[src/rtl/nor_tester_pkg.sv]
// nor_tester_pkg
//   Shared types and constants for the NOR chain test sequencer:
//   FSM state encoding, number of exhaustive input vectors, and the
//   settle-counter width sized for the largest legal SETTLE_CYCLES.
package nor_tester_pkg;

    typedef enum logic [1:0] {
        IDLE   = 2'd0,
        SETTLE = 2'd1,
        CHECK  = 2'd2,
        DONE   = 2'd3
    } state_t;

    localparam int unsigned NUM_VEC    = 8;
    localparam int unsigned SETTLE_MAX = 15;
    localparam int unsigned CNT_W      = $clog2(SETTLE_MAX + 1);

endpackage

[src/rtl/nor_chain_test_sequencer_if.sv]
// nor_chain_test_sequencer_if
//   Bundles the host control/status signals and the datapath drive/sense
//   signals of the NOR chain test sequencer.
//   Host side   : start, abort -> busy, done, pass, err_count,
//                 first_fail_vec, first_fail_valid
//   Datapath    : drv_a/b/c -> NOR chain, sns_d/sns_e <- NOR chain
//   slave  modport : the sequencer
//   master modport : host plus the datapath under exercise
interface nor_chain_test_sequencer_if;

    logic       start;
    logic       abort;
    logic       sns_d;
    logic       sns_e;
    logic       drv_a;
    logic       drv_b;
    logic       drv_c;
    logic       busy;
    logic       done;
    logic       pass;
    logic [3:0] err_count;
    logic [2:0] first_fail_vec;
    logic       first_fail_valid;

    modport slave (
        input  start, abort, sns_d, sns_e,
        output drv_a, drv_b, drv_c, busy, done, pass,
               err_count, first_fail_vec, first_fail_valid
    );

    modport master (
        output start, abort, sns_d, sns_e,
        input  drv_a, drv_b, drv_c, busy, done, pass,
               err_count, first_fail_vec, first_fail_valid
    );

endinterface

[src/rtl/nor_chain_expect.sv]
// nor_chain_expect
//   Combinational reference of the two-stage NOR chain.
//   a, b, c : datapath inputs
//   exp_d   : ~(a | b)
//   exp_e   : ~(c | exp_d)
module nor_chain_expect (
    input  logic a,
    input  logic b,
    input  logic c,
    output logic exp_d,
    output logic exp_e
);

    always_comb begin
        exp_d = ~(a | b);
        exp_e = ~(c | exp_d);
    end

endmodule

[src/rtl/nor_chain_test_sequencer.sv]
// nor_chain_test_sequencer
//   Walks all eight {a,b,c} vectors into a NOR chain datapath, holds each
//   for SETTLE_CYCLES cycles, samples d/e once and compares them with the
//   reference model. Reports pass, mismatch count and first failing vector.
//   clk, rst_n : clock, asynchronous active-low reset
//   bus        : control/status and datapath drive/sense (slave modport)
//   SETTLE_CYCLES : hold cycles per vector before sampling, 1..15
module nor_chain_test_sequencer
    import nor_tester_pkg::*;
#(
    parameter int unsigned SETTLE_CYCLES = 2
) (
    input  logic                       clk,
    input  logic                       rst_n,
    nor_chain_test_sequencer_if.slave  bus
);

    localparam logic [CNT_W-1:0] CNT_LAST = CNT_W'(SETTLE_CYCLES - 1);
    localparam logic [2:0]       IDX_LAST = 3'(NUM_VEC - 1);

    state_t           state_q, state_d;
    logic [2:0]       idx_q, idx_d;
    logic [CNT_W-1:0] cnt_q, cnt_d;
    logic [3:0]       err_q, err_d;
    logic [2:0]       ffv_q, ffv_d;
    logic             ffvalid_q, ffvalid_d;
    logic             pass_q, pass_d;

    logic             exp_d;
    logic             exp_e;
    logic             mismatch;
    logic             busy;

    nor_chain_expect u_expect (
        .a     (idx_q[2]),
        .b     (idx_q[1]),
        .c     (idx_q[0]),
        .exp_d (exp_d),
        .exp_e (exp_e)
    );

    assign mismatch = (bus.sns_d != exp_d) || (bus.sns_e != exp_e);

    always_ff @(posedge clk or negedge rst_n) begin
        if (!rst_n) begin
            state_q   <= IDLE;
            idx_q     <= '0;
            cnt_q     <= '0;
            err_q     <= '0;
            ffv_q     <= '0;
            ffvalid_q <= 1'b0;
            pass_q    <= 1'b0;
        end else begin
            state_q   <= state_d;
            idx_q     <= idx_d;
            cnt_q     <= cnt_d;
            err_q     <= err_d;
            ffv_q     <= ffv_d;
            ffvalid_q <= ffvalid_d;
            pass_q    <= pass_d;
        end
    end

    always_comb begin
        state_d   = state_q;
        idx_d     = idx_q;
        cnt_d     = cnt_q;
        err_d     = err_q;
        ffv_d     = ffv_q;
        ffvalid_d = ffvalid_q;
        pass_d    = pass_q;
        unique case (state_q)
            IDLE: begin
                if (bus.start && !bus.abort) begin
                    state_d   = SETTLE;
                    idx_d     = '0;
                    cnt_d     = '0;
                    err_d     = '0;
                    ffv_d     = '0;
                    ffvalid_d = 1'b0;
                    pass_d    = 1'b0;
                end
            end
            SETTLE: begin
                if (bus.abort) begin
                    state_d = IDLE;
                    pass_d  = 1'b0;
                end else if (cnt_q == CNT_LAST) begin
                    state_d = CHECK;
                end else begin
                    cnt_d = cnt_q + 1'b1;
                end
            end
            CHECK: begin
                // Abort takes priority: the sample of an aborted CHECK cycle is dropped.
                if (bus.abort) begin
                    state_d = IDLE;
                    pass_d  = 1'b0;
                end else begin
                    if (mismatch) begin
                        err_d = err_q + 4'd1;
                        if (!ffvalid_q) begin
                            ffvalid_d = 1'b1;
                            ffv_d     = idx_q;
                        end
                    end
                    if (idx_q == IDX_LAST) begin
                        state_d = DONE;
                        // Uses err_d so the final vector's result counts.
                        pass_d  = (err_d == '0);
                    end else begin
                        idx_d   = idx_q + 3'd1;
                        cnt_d   = '0;
                        state_d = SETTLE;
                    end
                end
            end
            DONE: begin
                state_d = IDLE;
            end
            default: begin
                state_d = IDLE;
            end
        endcase
    end

    always_comb begin
        busy     = (state_q == SETTLE) || (state_q == CHECK);
        bus.busy = busy;
        bus.done = (state_q == DONE);
        {bus.drv_a, bus.drv_b, bus.drv_c} = busy ? idx_q : 3'b000;
    end

    assign bus.pass             = pass_q;
    assign bus.err_count        = err_q;
    assign bus.first_fail_vec   = ffv_q;
    assign bus.first_fail_valid = ffvalid_q;

endmodule

[src/flat_wrapper.sv]
// flat-port wrapper written by rule: the top's interface ports become plain ports
module nor_chain_test_sequencer_flat import nor_tester_pkg::*;
#(
    parameter int unsigned SETTLE_CYCLES = 2
)
  (clk, rst_n, bus_start, bus_abort, bus_sns_d, bus_sns_e, bus_drv_a, bus_drv_b, bus_drv_c, bus_busy, bus_done, bus_pass, bus_err_count, bus_first_fail_vec, bus_first_fail_valid);
  nor_chain_test_sequencer_if bus_i ();
  input  logic clk;
  input  logic rst_n;
  input wire logic [$bits(bus_i.start)-1:0] bus_start;
  input wire logic [$bits(bus_i.abort)-1:0] bus_abort;
  input wire logic [$bits(bus_i.sns_d)-1:0] bus_sns_d;
  input wire logic [$bits(bus_i.sns_e)-1:0] bus_sns_e;
  output wire logic [$bits(bus_i.drv_a)-1:0] bus_drv_a;
  output wire logic [$bits(bus_i.drv_b)-1:0] bus_drv_b;
  output wire logic [$bits(bus_i.drv_c)-1:0] bus_drv_c;
  output wire logic [$bits(bus_i.busy)-1:0] bus_busy;
  output wire logic [$bits(bus_i.done)-1:0] bus_done;
  output wire logic [$bits(bus_i.pass)-1:0] bus_pass;
  output wire logic [$bits(bus_i.err_count)-1:0] bus_err_count;
  output wire logic [$bits(bus_i.first_fail_vec)-1:0] bus_first_fail_vec;
  output wire logic [$bits(bus_i.first_fail_valid)-1:0] bus_first_fail_valid;
  assign bus_i.start = bus_start;
  assign bus_i.abort = bus_abort;
  assign bus_i.sns_d = bus_sns_d;
  assign bus_i.sns_e = bus_sns_e;
  assign bus_drv_a = bus_i.drv_a;
  assign bus_drv_b = bus_i.drv_b;
  assign bus_drv_c = bus_i.drv_c;
  assign bus_busy = bus_i.busy;
  assign bus_done = bus_i.done;
  assign bus_pass = bus_i.pass;
  assign bus_err_count = bus_i.err_count;
  assign bus_first_fail_vec = bus_i.first_fail_vec;
  assign bus_first_fail_valid = bus_i.first_fail_valid;
  nor_chain_test_sequencer #(.SETTLE_CYCLES(SETTLE_CYCLES)) u_core (.clk(clk), .rst_n(rst_n), .bus(bus_i));
endmodule
[config.mk]
export PLATFORM = sky130hd
export DESIGN_NAME = nor_chain_test_sequencer_flat
export DESIGN_NICKNAME = d
export VERILOG_FILES = /design/src/rtl/nor_tester_pkg.sv /design/src/rtl/nor_chain_test_sequencer_if.sv /design/src/rtl/nor_chain_expect.sv /design/src/rtl/nor_chain_test_sequencer.sv /design/src/flat_wrapper.sv
export SDC_FILE = /design/constraint.sdc
export NUM_CORES = 1
export LEC_CHECK = 0
export CAP_MARGIN = 40
export CORE_MARGIN = 1.5
export CORE_UTILIZATION = 50
export DETAILED_ROUTE_END_ITERATION = 8
export PLACE_DENSITY = 0.79
export SLEW_MARGIN = 25
export SYNTH_ARGS = -nofsm -noshare
export SYNTH_HDL_FRONTEND = slang
export SYNTH_SLANG_ARGS = --single-unit
[constraint.sdc]
create_clock -name clk -period 1.95 [get_ports clk]
set_input_delay 0.39 -clock clk [delete_from_list [all_inputs] [get_ports clk]]
set_output_delay 0.39 -clock clk [all_outputs]
set_load 0.01 [all_outputs]
==> flow_summary.ini, run 1 <==
[status]
status = completed

[clock_tree]
clock_path_buffers = 2
worstSkewPairLatency_ps = 290
cts.clk_slew.worst_paths_ps = 100
cts_buffers = 3
hold_buffers = 0
clockRootBuffer = clkbuf_4
cts_tree = yes
ctsHtreeMaxLevel = 1
cts_sinks = 18

[floorplan]
placeableCoreArea_um2 = 2432
die_h_um = 53.25
die-area_um2 = 2836
rows = 18
initial_core_util_pct = 51.90
die_x_um = 53.25
io_pins = 20

[timing]
layout_setup_ws_ps = 60.96
hold_viol = 0
fin_crit_sh_pct = 96.87
rsz0062_at_grt = no
fin_setup_tns_ps = 0
slew_viol_final = 0
worst_slew_pin_slew_ps = 452.2
slew_headroom_pct = 69.63
fin_worst_skew_ps = 3.570
setup_viol = 0
whs_ps = 417.2
fmax_mhz = 529.4
finalCriticalPeriod_ps = 1889

[cells_and_area]
instances_no_fill = 194
area_delta_synth_final_pct = 23.89
n_antenna_cell = 0
fin_util_pct = 64.30
nNetsFinal = 182
nFillCells = 216
final_area_um2 = 1564
final_layout_size_suffix_gt1_share_pct = 14.02

[place]
place_ws_ps = -189.2
dpl_cell_area_um2 = 1516
placed_cells = 189
hpwlAfterDp_um = 2064
port_buffers = 19
place_congestion = 0.8460

[pwr]
peakVddDrop_mv = 0.5438
leakagePower_nw = 0.7655
power_per_cell_area_nw_per_um2 = 979.3
p_total_mw = 1.532

[drt]
via_per_inst = 5.794
wl_per_cell_um = 14.80
drc_errors = 0
drt-initial-drc-count = 21
vias = 1124
wl_um = 2872
postRouteAntennaNets = 0
dr.pass1.iters = 4

[yosys]
syn-num-nets = 155
syn-instance-count = 139
syn-mean-instance-area_um2 = 9.082
yosysMostFrequentCell = dfrtp_1
synth_top_cell_by_area = dfrtp_1
synth_warnings = 0
synth_area_um2 = 1262
synth-edff-count = 0
ys_types = 40
synthTopCellsByArea = dfrtp_1, ha_1, o21ai_0, inv_1, mux2i_1
synth_common_cells = dfrtp_1, o21ai_0, inv_1
synth_seq_area_share_pct = 35.68
synth-async-reset-ratio_pct = 100.0
yosys_register_bits = 18
synth_top_area_share_pct = 35.68
synth_flop_cell = dfrtp_1

[grt]
gr-usage-met2_pct = 35.80
grt_start_max_net_pins = 19
grt_pass1_vias = 951
grt_antenna_before_repair = 0
grt_usage_pct = 22.12
grt_use_met1_pct = 28.60
grt_overflow_total = 0
grt_pass1_wl_um = 4388
busiest_layer = met2
grtUsageMet3_pct = 4.237

[critical_path]
crit_fanout = 4
criticalPathCategory = reg2out
crit_arrival_ps = 1500
critPathLaunchType = flop
cp.required_ps = 1560
worstSetupEndpointType = output pin

[worst_hold_path]
hold_path_class = in2async

[job]
drv_cap = 0
==> cell type report <==
cell class                      instances  area, um2  area share, %
Timing Repair Buffer                   27      247.7          15.84
Sequential cell                        18      450.4          28.80
Multi-Input combinational cell        105      764.5          48.88
Clock buffer                            3      22.52          1.440
Tap cell                               30      37.54          2.400
Inverter                               11      41.29          2.640
==> where the power goes <==
group	leakage (nW)	internal [mW]	switching, mW	total, mW
Sequential	0.244	0.446	0.103	0.548
Combinational	0.508	0.377	0.421	0.798
Clock	0.0138	0.0719	0.113	0.185
Total	0.766	0.895	0.637	1.53
==> routing by layer <==
layer | part of all wire (%) | wire length, um | vias up
li1 | - | - | 555
met1 | 46 | 1329 | 540
met2 | 49 | 1409 | 25
met3 | 3.0 | 87 | 4
met4 | 1.6 | 46 | 0
met5 | 0 | 0 | -
==> cells by family (layout without fill, tap and decap cells) <==
family,Yosys count,count (layout),synth area share [%]
compound gates,45,45,25.08
xor+xnor,1,1,0.6939
fa+ha+maj,10,10,9.911
buf+inv,16,41,4.757
flops,18,18,35.68
mux,5,5,4.063
simple gates,44,44,19.82
==> worst paths after layout <==
kind                                                          startpoint                                  endpoint  slack [ps]  depth (start not counted)
worst max register to register               u_core.idx_q[0]$_DFFE_PN0P_               u_core.cnt_q[2]$_DFFE_PN0P_          90                          6
max in group asynchronous                                          rst_n  u_core.bus.first_fail_vec[1]$_DFFE_PN0P_        1330                          2
worst max-delay path                       u_core.state_q[0]$_DFFE_PN0P_                                 bus_drv_a          60                          4
worst min-delay path                                               rst_n               u_core.cnt_q[3]$_DFFE_PN0P_         420                          2
min in group clk                u_core.bus.first_fail_vec[2]$_DFFE_PN0P_  u_core.bus.first_fail_vec[2]$_DFFE_PN0P_         520                          1
worst min register to register  u_core.bus.first_fail_vec[2]$_DFFE_PN0P_  u_core.bus.first_fail_vec[2]$_DFFE_PN0P_         520                          1
==> sequential cells by signal (all words and copies together), names as in the netlist <==
name	flops
u_core.bus.err_count	4
u_core.bus.first_fail_valid	1
u_core.bus.first_fail_vec	3
u_core.bus.pass	1
u_core.cnt_q	4
u_core.idx_q	3
u_core.state_q	2
==> what timing repair did <==
action	in CTS	in global routing
endpoints found under the setup margin	4	8
setup buffers	2	0
resized for setup	5	5
==> placed cells by master, fill, tap and decap left out, drive strengths merged, types with 3 or more instances in the layout <==
cell           netlist  routed
nor2b                3       3
o21ai               15      15
dlygate4sd2          0       4
buf                  0       8
and3                 4       4
a22o                 5       5
ha                  10      10
a211o                3       3
dfrtp               18      18
o211ai               4       4
clkdlybuf4s50        0      14
and2                 3       3
nor3                 4       4
a21oi                7       7
nor2                 4       4
nand2b               5       5
clkbuf               5       3
inv                 11      11
mux2i                4       4
nand2                9       9
==> worst max-delay path, stage by stage (launching register included) <==
cell and delay, ps:
dfrtp_1 420, inv_2 120, ha_4 220, and2_2 180
dlygate4sd2_1 280
Power figures use the tool's default switching activity.
==> run 2: changes to the inputs <==
Settings changed: CORE_MARGIN 1.5 to 2.
==> flow_summary.ini, run 2 (same netlist as run 1, synthesis figures left out) <==
[status]
status = completed

[clock_tree]
cts_buffers = 3
ctsHtreeMaxLevel = 1
cts.clk_slew.worst_paths_ps = 110
worstSkewPairLatency_ps = 290
cts_tree = yes
hold_buffers = 0
clockRootBuffer = clkbuf_4
cts_sinks = 18
clock_path_buffers = 2

[grt]
grt_pass1_vias = 1017
grt_antenna_before_repair = 0
grt_usage_pct = 21.12
grt_start_max_net_pins = 19
grt_pass1_wl_um = 4498
grt_overflow_total = 0

[place]
hpwlAfterDp_um = 2002
place_congestion = 0.7999
placed_cells = 194
port_buffers = 19

[critical_path]
worstSetupEndpointType = output pin
criticalPathCategory = reg2out
r2r_cells = 4
cp.required_ps = 1560
crit_fanout = 4
r2r_start = u_core.idx_q[2]$_DFFE_PN0P_
r2r_slack_ps = 130
regToRegEndpoint = u_core.bus.first_fail_vec[2]$_DFFE_PN0P_
critPathLaunchType = flop
crit_arrival_ps = 1470

[floorplan]
initial_core_util_pct = 51.90
placeableCoreArea_um2 = 2432
die-area_um2 = 2943
rows = 18
die_h_um = 54.25
die_x_um = 54.25
io_pins = 20

[cells_and_area]
n_antenna_cell = 0
instances_no_fill = 201
area_delta_synth_final_pct = 28.54
layout_common_cells = dfrtp_1, clkdlybuf4s50_1, buf_4, o21ai_0
multi_input_area_um2 = 764.5
nNetsFinal = 188
nFillCells = 210
final_layout_size_suffix_gt1_share_pct = 17.54
regArea_um2 = 450.4
layout_commonest_cell = dfrtp_1

[drt]
wl_um = 2826
postRouteAntennaNets = 0
via_per_inst = 5.806
wl_per_cell_um = 14.06
drt-initial-drc-count = 31
dr.pass1.iters = 4
drc_errors = 0
vias = 1167

[timing]
slew_headroom_pct = 67.56
hold_viol = 0
rsz0062_at_grt = no
slew_viol_final = 0
setup_viol = 0
fin_worst_skew_ps = 1.167
fmax_mhz = 538.9
finalCriticalPeriod_ps = 1855
whs_ps = 416.0
fin_crit_sh_pct = 95.15
worst_slew_pin_slew_ps = 484.5

[pwr]
peakVddDrop_mv = 0.7223
leakagePower_nw = 0.8024
power_per_cell_area_nw_per_um2 = 999.2
p_total_mw = 1.622

[worst_hold_path]
hold_path_class = in2async

[job]
drv_cap = 0
## run 2: cell count changes in the layout (fill, tap and decap cells not counted), sizes merged
cell,previous run,this run
buf,8,14
clkbuf,3,4
## run 2: per-stage QoR
stage	worst slack [ps]	util, %	area, um2	setup TNS (ps)
4_1_cts	29.52	65.79	1600	0
3_5_place_dp	-165.9	63.89	1554	-595.7
2_1_floorplan	151.3	-	1262	0
5_1_grt	16.65	66.72	1623	0
3_3_place_gp	-87.20	63.89	1554	-310.9
6_report	94.52	66.72	1623	0
## run 2: final cells by class
cell class              count  share of cell area [%]
clock buffers               4                   2.236
repair buffers             33                   18.04
flip-flops and latches     18                   27.76
multi-input cells         105                   47.11
well taps                  30                   2.313
inverters                  11                   2.544
## run 2: timing repair
action / in CTS / in global routing
buffers inserted: 2 / 1
setup endpoints to repair: 4 / 8
gates cloned: 0 / 0
gates resized for setup: 5 / 4
## run 2: routing by layer
metal	up-vias	wire length (um)	global-route usage [%]
met5	-	0	0
met4	0	27	9.167
met3	2	105	2.732
met2	26	1334	33.13
met1	567	1358	29.09
li1	572	-	-
## run 2: worst max path at each step
stage | from | endpoint | slack (ps)
final | u_core.state_q[0]$_DFFE_PN0P_ | bus_drv_a | 90
after CTS | u_core.state_q[1]$_DFFE_PN0P_ | bus_drv_a | 30
after global routing | u_core.state_q[0]$_DFFE_PN0P_ | bus_drv_a | 20
after detailed placement | bus_sns_d | u_core.bus.first_fail_vec[2]$_DFFE_PN0P_ | -170
after floorplan | u_core.state_q[0]$_DFFE_PN0P_ | u_core.bus.first_fail_vec[0]$_DFFE_PN0P_ | 150
after global placement | bus_sns_d | u_core.bus.first_fail_vec[1]$_DFFE_PN0P_ | -90
## run 2: power by group
part / total (mW) / internal [mW] / switching, mW
Combinational: 0.855 / 0.416 / 0.439
Sequential: 0.531 / 0.446 / 0.0852
Clock: 0.236 / 0.114 / 0.122
Total: 1.62 / 0.975 / 0.647
## run 2: critical path, stage by stage (launching register included)
cell and delay (ps):
dfrtp_1 400, inv_2 100, ha_4 210, and2_2 180, dlygate4sd2_1 280
